==> src/rtl/cplx_product_accumulator.sv <==
// Complex dot-product accumulator: sums bursts of complex products, presents each sum on a
// single-entry valid/ready buffer. Define CPLX_ACC_SAT_EN for saturating adds with overflow flag.

module cplx_acc_lane #(
    parameter int ACC_W = 20
) (
    input  logic [ACC_W-1:0] base,
    input  logic [15:0]      din,
`ifdef CPLX_ACC_SAT_EN
    output logic             ovf,
`endif
    output logic [ACC_W-1:0] sum
);
    logic [ACC_W-1:0] ext;
    logic [ACC_W-1:0] raw;

    assign ext = {{(ACC_W-16){din[15]}}, din};
    assign raw = base + ext;

`ifdef CPLX_ACC_SAT_EN
    localparam logic [ACC_W-1:0] MAXV = {1'b0, {(ACC_W-1){1'b1}}};
    localparam logic [ACC_W-1:0] MINV = {1'b1, {(ACC_W-1){1'b0}}};

    // Signed overflow: operands agree in sign but the result does not.
    assign ovf = (base[ACC_W-1] == ext[ACC_W-1]) && (raw[ACC_W-1] != base[ACC_W-1]);
    assign sum = ovf ? (base[ACC_W-1] ? MINV : MAXV) : raw;
`else
    assign sum = raw;
`endif
endmodule

module cplx_product_accumulator #(
    parameter int N_TERMS = 8,
    parameter int ACC_W   = 20
) (
    input  logic                         clk,
    input  logic                         rst,
    input  logic                         in_valid,
    output logic                         in_ready,
    input  logic [15:0]                  in_re,
    input  logic [15:0]                  in_im,
    input  logic                         in_last,
    output logic                         out_valid,
    input  logic                         out_ready,
    output logic [ACC_W-1:0]             out_re,
    output logic [ACC_W-1:0]             out_im,
    output logic [$clog2(N_TERMS+1)-1:0] out_count,
    output logic                         out_ovf
);
    localparam int CW = $clog2(N_TERMS+1);
    localparam int NL = 2;  // lane 0 = real, lane 1 = imaginary

    localparam logic [1:0] IDLE = 2'd0;
    localparam logic [1:0] ACC  = 2'd1;
    localparam logic [1:0] HOLD = 2'd2;

    logic [1:0]                 state;
    logic [CW-1:0]              count;
    logic [CW-1:0]              cnt_nxt;
    logic [NL-1:0][ACC_W-1:0]   acc;
    logic [NL-1:0][ACC_W-1:0]   base;
    logic [NL-1:0][ACC_W-1:0]   sum;
    logic [NL-1:0][15:0]        din;
    logic                       accept;
    logic                       close;

    assign in_ready = (state != HOLD);
    assign accept   = in_valid & in_ready;
    assign din      = {in_im, in_re};
    // A burst starting in IDLE adds onto zero, so the first beat loads sext(in).
    assign base     = (state == ACC) ? acc : '0;
    assign cnt_nxt  = (state == ACC) ? count + CW'(1) : CW'(1);
    assign close    = accept & (in_last | (cnt_nxt == CW'(N_TERMS)));

`ifdef CPLX_ACC_SAT_EN
    logic [NL-1:0] lane_ovf;
    logic          ovf_r;
    logic          ovf_nxt;
    logic          ovf_q;

    assign ovf_nxt = ((state == ACC) & ovf_r) | (|lane_ovf);
    assign out_ovf = ovf_q;
`else
    assign out_ovf = 1'b0;
`endif

    genvar l;
    generate
        for (l = 0; l < NL; l++) begin : g_lane
            cplx_acc_lane #(.ACC_W(ACC_W)) u_lane (
                .base (base[l]),
                .din  (din[l]),
`ifdef CPLX_ACC_SAT_EN
                .ovf  (lane_ovf[l]),
`endif
                .sum  (sum[l])
            );
        end
    endgenerate

    always_ff @(posedge clk) begin
        if (rst) begin
            state     <= IDLE;
            count     <= '0;
            acc       <= '0;
            out_valid <= 1'b0;
            out_re    <= '0;
            out_im    <= '0;
            out_count <= '0;
`ifdef CPLX_ACC_SAT_EN
            ovf_r     <= 1'b0;
            ovf_q     <= 1'b0;
`endif
        end else begin
            case (state)
                IDLE, ACC: begin
                    if (close) begin
                        out_re    <= sum[0];
                        out_im    <= sum[1];
                        out_count <= cnt_nxt;
                        out_valid <= 1'b1;
                        acc       <= '0;
                        count     <= '0;
                        state     <= HOLD;
`ifdef CPLX_ACC_SAT_EN
                        ovf_q     <= ovf_nxt;
                        ovf_r     <= 1'b0;
`endif
                    end else if (accept) begin
                        acc   <= sum;
                        count <= cnt_nxt;
                        state <= ACC;
`ifdef CPLX_ACC_SAT_EN
                        ovf_r <= ovf_nxt;
`endif
                    end
                end
                HOLD: begin
                    // Result fields stay put after the handshake; only the valid drops.
                    if (out_valid & out_ready) begin
                        out_valid <= 1'b0;
                        state     <= IDLE;
                    end
                end
                default: state <= IDLE;
            endcase
        end
    end
endmodule

==> config.mk <==
export PLATFORM = sky130hd
export DESIGN_NAME = cplx_product_accumulator
export DESIGN_NICKNAME = d
export VERILOG_FILES = /design/src/rtl/cplx_product_accumulator.sv
export SDC_FILE = /design/constraint.sdc
export NUM_CORES = 1
export LEC_CHECK = 0
export ABC_AREA = 1
export CORE_MARGIN = 2
export CORE_UTILIZATION = 26
export DETAILED_ROUTE_END_ITERATION = 10
export GPL_TIMING_DRIVEN = 0
export PLACE_DENSITY = 0.52
export REMOVE_ABC_BUFFERS = 1
export SYNTH_ARGS = -nofsm -noshare
export SYNTH_HDL_FRONTEND = slang
export SYNTH_SLANG_ARGS = --single-unit
==> constraint.sdc <==
create_clock -name clk -period 3.1 [get_ports clk]
set_input_delay 0.62 -clock clk [delete_from_list [all_inputs] [get_ports clk]]
set_output_delay 0.62 -clock clk [all_outputs]
set_load 0.1 [all_outputs]
* Word level (Yosys, flattened, before mapping)
Index checks and enable logic that the tools add are counted.
W data, S select, Z words.
** Word-level totals
- Bits in registers :: 91
- Latch bits :: 0
- Memory bits (writable) :: 0
- Memory bits (read-only) :: 0
- Output and inout port bits :: 47
- Memories :: 0
** Operators by class
- Add/sub/neg operators :: 3
- Multiply operators :: 0
- Divide/modulo/power cells :: 0
- $lt $le $gt $ge :: 0
- Equal/unequal tests :: 7
- Shift-type cells :: 0
- Muxes and demuxes :: 13
- Bitwise gates (word level) :: 4
- Reductions and logical operators :: 8
** Operator list (number)
- $mux W40 :: 3
- $add A20 B20 Y20 :: 2
- $mux W4 :: 3
- $mux W2 :: 3
- $ne A2 B2 Y1 const B :: 3
- $reduce_and A2 Y1 :: 3
- $add A4 B1 Y4 const B :: 1
- $eq A4 B4 Y1 const B :: 1
- $pmux W2 S2 :: 1
- $reduce_bool A2 Y1 :: 2
- $and A1 B1 Y1 :: 3
- $ne A3 B3 Y1 const B :: 1
- $reduce_and A3 Y1 :: 1
- $eq A2 B1 Y1 const B :: 1
- $eq A2 B2 Y1 const B :: 1
- $logic_not A2 Y1 :: 1
- $mux W1 :: 2
- $pmux W1 S2 :: 1
- $reduce_or A2 Y1 :: 1
- $or A1 B1 Y1 :: 1

* Logic depth before layout (Yosys ltp)
Gate-level depths: netlist of the first run.
- Depth after elaboration :: 7
- Depth in mapped cells :: 20

* By module
A second synthesis of the first run with hierarchy kept.
** Unflattened totals
- Cells, all modules :: 1065
- Area total of the unflattened synthesis :: 6588.8 µm²
** By module, submodules not included
- cplx_product_accumulator :: instances 1, cells each 615, area each 4199.0 µm², seq. area each 1821.7 µm²
- cplx_acc_lane :: instances 2, cells each 225, area each 1194.9 µm², seq. area each 0.0 µm²

* Worst setup path before layout of the first run
OpenSTA, ideal clock, no wires.
- Path kind :: flip-flop to flip-flop
- Start point :: reg state[1]
- End point :: reg out_im[12]
- Setup time :: 0.119 ns
- Arrival :: 2.402 ns
- Slack :: 0.579 ns
- Cell stages (with the launch flop) :: 17
- Cell sequence :: dfxtp_1 > nor2_4 > inv_1 > clkbuf_1 > clkbuf_1 > nor2_1 > fa_1 > nand3_1 > nand3_1 > nand2_1 > nand2_1 > nand2_1 > nand3_1 > nand2_1 > nand2_1 > nor2_1 > nor2_1
** Between the ends
- Longest elaborated chain between the ends :: 6
** RTL lines
- from (decl) :: RTL line 57 : logic [1:0] state;
- from (signal assigned) :: RTL line 103 : state <= IDLE;
- from (signal assigned) :: RTL line 124 : state <= HOLD;
- from (signal assigned) :: RTL line 132 : state <= ACC;
- branches (longest 6 deep; another with $add A20 B20 Y20)
- to (signal assigned) :: RTL line 119 : out_im <= sum[1];
- to (decl) :: RTL line 46 : output logic [ACC_W-1:0] out_im,
Several ways; the timed one is not identified.
A chain may end at the register's enable or synchronous reset.

* Worst setup path in the final report of the first run
Ends and elaborated chain as after synthesis.

==> out/metrics.cfg, run 1 <==
[global_route]
grt_use_total_pct=15.1
grt_overflow_total=0
antenna_found_initial=0
grt_max_degree=53
grt_pass1_vias=5893
grt_pass1_wl_um=29600

[finish]
nets=1137
n_antenna_cell=0
syn_to_final_growth_pct=21.8
drive_gt1_share_pct=3.20
fillers=2621

[clock_tree]
cts_max_path_buffers=2
clk_pin_slew_worst_paths_ps=60
h-tree-depth=3
cts_hold_buf=0
ctsRootBufferMaster=clkbuf_16
cts_tree=built
numCtsBuffers=9
cts_resized=1
post-cts-setup-buffer-count=0
cts.sinks=91
clock_latency_ps=350

[power]
internal-power_mw=2.06
p_clk_share_pct=34.0
p_sw_mw=1.12
ir_drop_v=0.000228
pwr-share-comb_pct=26.1
swShare_pct=35.2
powerDensity_nw_per_um2=428
finalPower_mw=3.18
seqPwrFrac_pct=39.9
p_leak_nw=3.48

[timing]
drv_slew=0
hold_viol_final=0
tns_ps=0
tightest_slew_ps=1290
skew_ps=9.27
post-route-period-util_pct=88.8
setup_viol=0
fin_crit_ps=2750
fmax_mhz=363
slew_headroom_pct=13.7
rsz0062_at_grt=false

[die]
start_util_pct=26.2
dieWidth_um=157
core_area_sq_um=23300
ios=84
fp.dieArea_sq_um=24700
fp.dieH_um=157
row_count=56

[setup_path]
cp_top_family=simple AND/OR/NAND/NOR gates
crit_arrival_ps=2990
path_cells=nor2_4 -> inv_6 -> nor2_1 -> ha_1 -> fa_1 -> nand3_1 -> nand3_1 -> nand2_1 -> nand2_1 -> nand2_1 -> nand3_1 -> nand2_1 -> nand2_1 -> nor2_1 -> nor2_1
cp_slowest_cell=fa_1
crit_path_end_kind=register
worstSetupPathType=register to register
cp.required_ps=3340
ff2ff_setup_slack_ps=350
max_stage_delay_ps=460
timing.critical_path.mode_cell=nand2_1
path_max_fanout=39
start_kind=register
crit_buf_inv=1

[yosys]
ys_warn_count=0
yosysSeqAreaShare_pct=29.9
ys_types=31
syn_area_per_cell_sq_um=6.12
synth_xor_area_share_pct=2.87
yosys.area_share.simple_pct=36.5
synthAdderAreaFrac_pct=8.67
synth_area_sq_um=6090
synthMuxAreaShare_pct=0
netlist_instances=996
synth_compound_area_share_pct=10.3
synth-seq-cells=91
synth_top_family_by_area=simple AND/OR/NAND/NOR gates

[hold_path]
hp-class=register to register

[routing]
dr.pass1.iters=5
num_vias=5979
drt_iter0_markers=268
finalWirelength_um=17700
drcViolationCount=0
wl_per_cell_um=12.8
vias_per_cell=4.33
ant_nets=0

[placed_design]
gp_congestion=0.861
port_buffers=82
post-dp-hpwl_um=12500

[run]
max-cap-violations=0

[outcome]
status=completed

logic make-up (layout without fill, tap and decap cells):
group	after synthesis	count (layout)
compound gates	122	122
xor+xnor	20	20
fa+ha+maj	41	41
buf+inv	168	235
flops	91	91
other cells	1	1
simple gates	553	553
stage by stage:
step / worst slack, ps / std cells / cell area (sq um) / util, % / hold WS, ps
3_3_place_gp: -1880 / 1366 / 7120 / 30.6 / 452
5_1_grt: 43.3 / 1382 / 7420 / 31.9 / 480
6_report: 346 / 1382 / 7420 / 31.9 / 464
3_5_place_dp: -134 / 1367 / 7130 / 30.7 / 456
4_1_cts: 180 / 1382 / 7420 / 31.9 / 466
2_1_floorplan: 448 / 965 / 5900 / - / 439
final cells by class:
class / count / area [sq um] / share of cell area [%]
well taps: 319 / 399 / 5.38
clock inverters: 2 / 10.0 / 0.135
multi-input cells: 737 / 3560 / 48.0
repair buffers: 83 / 836 / 11.3
clock buffers: 13 / 270 / 3.64
flip-flops and latches: 91 / 1820 / 24.5
inverters: 137 / 526 / 7.08
power by group through the flow:
stage / clock network (mW) / logic [mW] / registers, mW
2_1_floorplan: 0 / 0.295 / 1.58
3_3_place_gp: 0 / 0.835 / 1.29
3_5_place_dp: 0 / 0.836 / 1.29
4_1_cts: 1.12 / 0.841 / 1.27
5_1_grt: 1.16 / 0.908 / 1.28
6_report: 1.08 / 0.830 / 1.27
worst paths after layout:
kind / from / endpoint / depth (start not counted)
worst max-delay path: state[1]$_SDFFE_PP0P_ / out_im[12]$_SDFFE_PP0P_ / 15
worst min-delay path: acc[32]$_SDFFE_PP0P_ / acc[32]$_SDFFE_PP0P_ / 2
worst max register to register: state[1]$_SDFFE_PP0P_ / out_im[12]$_SDFFE_PP0P_ / 15
worst min register to register: acc[32]$_SDFFE_PP0P_ / acc[32]$_SDFFE_PP0P_ / 2
placed cells by master (no fill, tap or decap), types with 8 or more instances in the layout:
master,synthesis,final
a21oi_1,76,76
clkbuf_16,0,9
clkdlybuf4s50_1,0,81
dfxtp_1,91,91
ha_1,39,39
inv_1,134,133
nand2_1,316,316
nand3_1,50,50
nor2_1,161,161
nor3_1,8,8
o21ai_0,38,38
xor2_1,20,20
state kept, by name, summed over array words and instances, names as in the netlist:
register and cells:
acc 40, out_im 20, out_re 20, count 4
out_count 4, state 2, out_valid 1
worst min-delay path, cell delays in order, from the launching register on:
cell and delay (ps):
dfxtp_1 310, nand2_1 60, a21oi_1 50
synthesized netlist by cell type:
master	number	share of area [%]
inv_1	134	8.3
nand2_2	3	0.31
xor2_1	20	2.9
nor2_4	2	0.37
nand3_1	50	4.1
o211ai_1	1	0.12
nor3_1	8	0.66
a21oi_1	76	6.2
nand2_1	316	19
o21ai_0	38	3.1
nand4_1	5	0.51
buf_6	8	1.5
inv_2	1	0.062
clkbuf_1	16	0.99
clkinv_1	1	0.062
o21ai_1	2	0.16
dfxtp_1	91	30
buf_4	5	0.62
and2_1	2	0.21
inv_4	1	0.10
conb_1	1	0.062
buf_1	1	0.062
a21oi_2	3	0.43
nor2_2	1	0.10
fa_1	2	0.66
nand3_2	5	0.82
ha_1	39	8.0
o21bai_1	1	0.12
a22oi_1	1	0.12
nor2_1	161	9.9
buf_2	1	0.082
per-layer routing:
layer | track usage [%] | wire, um | up-vias
li1 | - | - | 3215
met1 | 18.5 | 8210 | 2667
met2 | 27.5 | 8700 | 88
met3 | 2.70 | 583 | 9
met4 | 3.55 | 160 | 0
met5 | 0 | 0 | -
Note: power is estimated with default switching activity, not from simulation.
==> run 2, diff against run 1 <==
--- a/config.mk
+++ b/config.mk
@@ -6,11 +6,12 @@
 export NUM_CORES = 1
 export LEC_CHECK = 0
 export ABC_AREA = 1
+export CORE_ASPECT_RATIO = 1.75
 export CORE_MARGIN = 2
-export CORE_UTILIZATION = 26
+export CORE_UTILIZATION = 55
 export DETAILED_ROUTE_END_ITERATION = 10
 export GPL_TIMING_DRIVEN = 0
-export PLACE_DENSITY = 0.52
+export PLACE_DENSITY = 0.88
 export REMOVE_ABC_BUFFERS = 1
 export SYNTH_ARGS = -nofsm -noshare
 export SYNTH_HDL_FRONTEND = slang
==> out/metrics.cfg, run 2 (same netlist as run 1, synthesis figures left out) <==
[finish]
largest-register=acc  ; unchanged
final_cell_mix=nand2_1, nor2_1, inv_1, dfxtp_1, clkdlybuf4s50_1  ; unchanged
drive_gt1_share_pct=3.93  ; was 3.20%
finalNonFillerCells=1200  ; was 1382
nets=1143  ; was 1137
syn_to_final_growth_pct=19.2  ; was 21.8%
postLayoutCellArea_sq_um=7270  ; was 7420 sq um
layout.cells.most_common=nand2_1  ; unchanged
reg_top3=acc: 40 flops, out_im: 20 flops, out_re: 20 flops  ; unchanged
n_antenna_cell=0  ; unchanged
fillers=975  ; was 2621
largest_reg_flops=40  ; unchanged

[routing]
finalWirelength_um=16400  ; was 17700 um
dr.max_layer_used=met4  ; unchanged
drcViolationCount=0  ; unchanged
wl_per_cell_um=13.7  ; was 12.8 um
dr.pass1.iters=6  ; was 5
wl_met2_um=9110  ; was 8700 um
vias_per_cell=5.25  ; was 4.33
drt_iter0_markers=283  ; was 268
num_vias=6300  ; was 5979
met1Wirelength_um=5910  ; was 8210 um
ant_nets=0  ; unchanged
wl_met3_um=631  ; was 583 um

[global_route]
grt_overflow_total=0  ; unchanged
antenna_found_initial=0  ; unchanged
grt_pass1_wl_um=26700  ; was 29600 um
grt_use_total_pct=27.7  ; was 15.1%
grt_max_degree=53  ; unchanged
grt_pass1_vias=6183  ; was 5893

[die]
ios=84  ; unchanged
fp.dieArea_sq_um=12000  ; was 24700 sq um
dieWidth_um=83.6  ; was 157 um
start_util_pct=56.6  ; was 26.2%
core_area_sq_um=10800  ; was 23300 sq um
row_count=50  ; was 56
fp.dieH_um=143  ; was 157 um

[clock_tree]
numCtsBuffers=9  ; unchanged
clk_pin_slew_worst_paths_ps=70  ; was 60 ps
clock_latency_ps=350  ; about the same
cts_hold_buf=0  ; unchanged
cts_max_path_buffers=2  ; unchanged
cts_tree=built  ; unchanged
ctsRootBufferMaster=clkbuf_16  ; unchanged
cts.sinks=91  ; unchanged
h-tree-depth=3  ; unchanged

[setup_path]
crit_path_end_kind=register  ; unchanged
cp.required_ps=3350  ; was 3340 ps
worstSetupPathType=register to register  ; unchanged
path_cells=nor2_4 -> clkinvlp_4 -> nor2_1 -> ha_1 -> nand2_1 -> inv_1 -> a21oi_1 -> nand3_1 -> nand2_1 -> nand3_1 -> nand2_1 -> nand2_1 -> nand2_1 -> inv_1  ; was nor2_4 -> inv_6 -> nor2_1 -> ha_1 -> fa_1 -> nand3_1 -> nand3_1 -> nand2_1 -> nand2_1 -> nand2_1 -> nand3_1 -> nand2_1 -> nand2_1 -> nor2_1 -> nor2_1
cp_slowest_cell=clkinvlp_4  ; was fa_1
timing.critical_path.mode_cell=nand2_1  ; unchanged
path_max_fanout=10  ; was 39
crit_arrival_ps=3140  ; was 2990 ps
start_kind=register  ; unchanged
max_stage_delay_ps=390  ; was 460 ps

[timing]
post-route-period-util_pct=93.2  ; was 88.8%
drv_slew=0  ; unchanged
setup_ws_ps=212  ; was 346 ps
hold_viol_final=0  ; unchanged
slew_headroom_pct=21.2  ; was 13.7%
fmax_mhz=346  ; was 363 MHz
fin_crit_ps=2890  ; was 2750 ps
rsz0062_at_grt=false  ; unchanged
tightest_slew_ps=1180  ; was 1290 ps
skew_ps=8.26  ; was 9.27 ps
setup_viol=0  ; unchanged
tns_ps=0  ; unchanged

[hold_path]
hp-class=register to register  ; unchanged

[run]
max-cap-violations=0  ; unchanged

[placed_design]
post-dp-hpwl_um=11400  ; was 12500 um
gp_congestion=0.919  ; was 0.861
postPlaceCellArea_sq_um=6900  ; was 7130 sq um
place_ws_ps=-392  ; was -134 ps
port_buffers=82  ; unchanged
placedCellCount=1178  ; was 1367

[power]
p_leak_nw=3.52  ; was 3.48 nW
powerDensity_nw_per_um2=457  ; was 428 nW/um^2
ir_drop_v=0.000283  ; was 0.000228 V

[outcome]
status=completed  ; unchanged

-- run 2: path summary, 6_finish.rpt --
| kind | from | end | slack (ps) | depth (start not counted) |
|---|---|---|---|---|
| worst max-delay path | state[1]$_SDFFE_PP0P_ | out_im[18]$_SDFFE_PP0P_ | 210 | 14 |
| worst min register to register | out_count[3]$_SDFFE_PP0P_ | out_count[3]$_SDFFE_PP0P_ | 460 | 2 |
| worst min-delay path | out_count[3]$_SDFFE_PP0P_ | out_count[3]$_SDFFE_PP0P_ | 460 | 2 |
| worst max register to register | state[1]$_SDFFE_PP0P_ | out_im[18]$_SDFFE_PP0P_ | 210 | 14 |
-- run 2: per-stage QoR --
stage / hold slack [ps] / util, % / total power, mW
after floorplan: 439 / - / 1.87
after global placement: 451 / 63.9 / 2.10
after detailed placement: 455 / 64.1 / 2.11
after CTS: 466 / 67.2 / 3.32
after global routing: 482 / 67.5 / 3.44
final: 463 / 67.5 / 3.32
-- run 2: critical path: cells and delay by family, from the launching register on --
| kind | cells | cell delay [ps] |
|---|---|---|
| and+or+nand+nor | 9 | 1440 |
| buffers and inverters | 3 | 480 |
| DFF | 1 | 380 |
| adders and majority gates | 1 | 290 |
| AOI/OAI and AO/OA | 1 | 190 |
-- run 2: power by group --
| group | internal (mW) | leakage (nW) | switching, mW | total [mW] |
|---|---|---|---|---|
| clock | 0.713 | 0.161 | 0.505 | 1.22 |
| sequential | 1.23 | 0.745 | 0.0358 | 1.27 |
| combinational | 0.226 | 2.61 | 0.605 | 0.832 |
| total | 2.17 | 3.52 | 1.15 | 3.32 |
-- run 2: timing repair --
item,CTS,global route
endpoints found under the setup margin,64,38
cloned,1,1
endpoints found under the hold margin,0,0
buffers inserted,0,4
gates resized for setup,2,1
-- run 2: area by class of cell --
type / instances / area, sq um / area share (%)
clock inverter: 7 / 96.3 / 1.33
inverter: 137 / 520 / 7.16
tap: 130 / 163 / 2.24
timing repair inverter: 2 / 15.0 / 0.207
timing repair buffer: 87 / 866 / 11.9
sequential: 91 / 1820 / 25.1
clock buffer: 9 / 225 / 3.10
multi-input combinational: 737 / 3560 / 49.0
-- run 2: routing by layer --
layer	vias to the layer above	global-route usage, %
met3	61	3.12
met1	2858	25.7
li1	3224	-
met5	-	0
met4	0	17.8
met2	157	55.4
==> run 3, diff against run 2 <==
--- a/config.mk
+++ b/config.mk
@@ -9,10 +9,12 @@
 export CORE_ASPECT_RATIO = 1.75
 export CORE_MARGIN = 2
 export CORE_UTILIZATION = 55
+export CTS_BUF_LIST = sky130_fd_sc_hd__clkbuf_8
 export DETAILED_ROUTE_END_ITERATION = 10
 export GPL_TIMING_DRIVEN = 0
 export PLACE_DENSITY = 0.88
 export REMOVE_ABC_BUFFERS = 1
+export SLEW_MARGIN = 10
 export SYNTH_ARGS = -nofsm -noshare
 export SYNTH_HDL_FRONTEND = slang
 export SYNTH_SLANG_ARGS = --single-unit
==> out/metrics.cfg, run 3 (same netlist as run 1, synthesis figures left out) <==
[outcome]
status=completed  ; unchanged

[clock_tree]
post-cts-setup-buffer-count=0  ; unchanged
numCtsBuffers=9  ; unchanged
cts_max_path_buffers=2  ; unchanged
h-tree-depth=3  ; unchanged
clk_pin_slew_worst_paths_ps=100  ; was 70 ps
cts_tree=built  ; unchanged
clock_latency_ps=380  ; was 350 ps
cts.sinks=91  ; unchanged
ctsRootBufferMaster=clkbuf_8  ; was clkbuf_16

[global_route]
grt_overflow_total=0  ; unchanged
grt_use_total_pct=27.1  ; was 27.7%
grt_max_degree=53  ; unchanged
grt_pass1_wl_um=26100  ; was 26700 um
grt_pass1_vias=6080  ; was 6183
antenna_found_initial=0  ; unchanged

[timing]
skew_ps=10.8  ; was 8.26 ps
holdWs_ps=469  ; was 463 ps
drv_slew=0  ; unchanged
fin_crit_ps=2870  ; was 2890 ps
setup_viol=0  ; unchanged
setup_ws_ps=226  ; was 212 ps
post-route-period-util_pct=92.7  ; was 93.2%
hold_viol_final=0  ; unchanged
slew_headroom_pct=22.8  ; was 21.2%
tightest_slew_ps=1150  ; was 1180 ps
tns_ps=0  ; unchanged
rsz0062_at_grt=false  ; unchanged
fmax_mhz=348  ; was 346 MHz

[placed_design]
placedCellCount=1178  ; unchanged
place_ws_ps=44.5  ; was -392 ps
postPlaceCellArea_sq_um=6900  ; about the same
post-dp-hpwl_um=11500  ; was 11400 um
gp_congestion=0.919  ; unchanged
port_buffers=82  ; unchanged

[die]
ios=84  ; unchanged
row_count=50  ; unchanged
start_util_pct=56.6  ; unchanged
dieWidth_um=83.6  ; unchanged
fp.dieH_um=143  ; unchanged
core_area_sq_um=10800  ; unchanged
fp.dieArea_sq_um=12000  ; unchanged

[finish]
reg_top3=acc: 40 flops, out_im: 20 flops, out_re: 20 flops  ; unchanged
layout.cells.most_common=nand2_1  ; unchanged
largest-register=acc  ; unchanged
largest_reg_flops=40  ; unchanged
syn_to_final_growth_pct=16.6  ; was 19.2%
drive_gt1_share_pct=3.38  ; was 3.93%
n_antenna_cell=0  ; unchanged
postLayoutCellArea_sq_um=7110  ; was 7270 sq um
final_cell_mix=nand2_1, nor2_1, inv_1, dfxtp_1, clkdlybuf4s50_1  ; unchanged
nets=1137  ; was 1143
finalNonFillerCells=1194  ; was 1200

[routing]
drcViolationCount=0  ; unchanged
drt_iter0_markers=271  ; was 283
dr.pass1.iters=5  ; was 6
ant_nets=0  ; unchanged
num_vias=6199  ; was 6300
finalWirelength_um=16000  ; was 16400 um
vias_per_cell=5.19  ; was 5.25
wl_per_cell_um=13.4  ; was 13.7 um

[setup_path]
worstSetupPathType=register to register  ; unchanged
reg2reg_to=acc[14]$_SDFFE_PP0P_  ; was out_im[18]$_SDFFE_PP0P_
reg2reg_from=state[1]$_SDFFE_PP0P_  ; unchanged
rr_worst_depth=15  ; was 14
start_kind=register  ; unchanged
timing.critical_path.mode_cell=nand2_1  ; unchanged
ff2ff_setup_slack_ps=230  ; was 210 ps
cp.required_ps=3350  ; about the same
max_stage_delay_ps=480  ; was 390 ps
cp_slowest_cell=dfxtp_1  ; was clkinvlp_4
crit_path_end_kind=register  ; unchanged
path_cells=nor2_4 -> inv_4 -> nor2_1 -> ha_1 -> fa_1 -> nand3_1 -> nand3_1 -> nand2_1 -> nand2_1 -> nand2_1 -> nand2_1 -> nand2_1 -> nand2_1 -> nand2_1 -> a21oi_1  ; was nor2_4 -> clkinvlp_4 -> nor2_1 -> ha_1 -> nand2_1 -> inv_1 -> a21oi_1 -> nand3_1 -> nand2_1 -> nand3_1 -> nand2_1 -> nand2_1 -> nand2_1 -> inv_1
path_max_fanout=39  ; was 10
crit_arrival_ps=3120  ; was 3140 ps

[power]
p_leak_nw=3.44  ; was 3.52 nW
powerDensity_nw_per_um2=417  ; was 457 nW/um^2
ir_drop_v=0.000278  ; was 0.000283 V

[hold_path]
hold_start=acc[8]$_SDFFE_PP0P_  ; was out_count[3]$_SDFFE_PP0P_
holdPathStages=2  ; unchanged
hp-class=register to register  ; unchanged
hold_path_end=acc[8]$_SDFFE_PP0P_  ; was out_count[3]$_SDFFE_PP0P_

[run]
max-cap-violations=0  ; unchanged

## run 3: cell types whose count changed in the layout (fill, tap and decap cells not counted), sizes merged
| cell | change |
|---|---|
| bufinv | -1 |
| clkinv | -1 |
| buf | -4 |
## run 3: power by group
group / switching [mW] / leakage [nW] / total [mW] / internal (mW)
clock network: 0.488 / 0.0959 / 0.875 / 0.387
logic: 0.598 / 2.60 / 0.819 / 0.221
registers: 0.0355 / 0.745 / 1.27 / 1.23
## run 3: critical path, delay by kind of cell (launching register included)
family / cells / cell delay, ps
and+or+nand+nor: 11 / 1080
adders and majority gates: 2 / 720
DFF: 1 / 480
buffers and inverters: 1 / 360
AOI/OAI and AO/OA: 1 / 60
## run 3: stage by stage
step | util (%) | power [mW]
floorplan | - | 1.87
global placement | 63.9 | 2.10
detailed placement | 64.1 | 2.11
CTS | 66.0 | 2.97
global route | 66.0 | 3.08
finish | 66.0 | 2.96
## run 3: routing by layer
| layer | GRT usage, % | part of all wire, % |
|---|---|---|
| met5 | 0 | 0 |
| met4 | 17.1 | 5.0 |
| met3 | 3.18 | 3.4 |
| met2 | 54.2 | 55 |
| met1 | 25.2 | 37 |
## run 3: worst max-delay path by stage
stage	slack [ps]	to	startpoint
after floorplan	450	out_im[12]$_SDFFE_PP0P_	state[1]$_SDFFE_PP0P_
after global placement	-1490	out_im[6]$_SDFFE_PP0P_	rst
after detailed placement	40	out_count[2]$_SDFFE_PP0P_	in_valid
after CTS	40	acc[36]$_SDFFE_PP0P_	state[1]$_SDFFE_PP0P_
after global routing	40	acc[14]$_SDFFE_PP0P_	state[1]$_SDFFE_PP0P_
final	230	acc[14]$_SDFFE_PP0P_	state[1]$_SDFFE_PP0P_
## run 3: what timing repair did
item,4_1_cts,5_1_grt
hold endpoints to repair,0,0
endpoints found under the setup margin,0,28
hold buffers,0,0
gates resized for setup,0,2
## run 3: area by class of cell
| class | count | area (sq um) |
|---|---|---|
| Fill cell | 1009 | 3650 |
| Multi-Input combinational cell | 737 | 3560 |
| Sequential cell | 91 | 1820 |
| Timing Repair Buffer | 83 | 836 |
| Inverter | 137 | 520 |
| Tap cell | 130 | 163 |
| Clock buffer | 9 | 124 |
| Clock inverter | 7 | 83.8 |
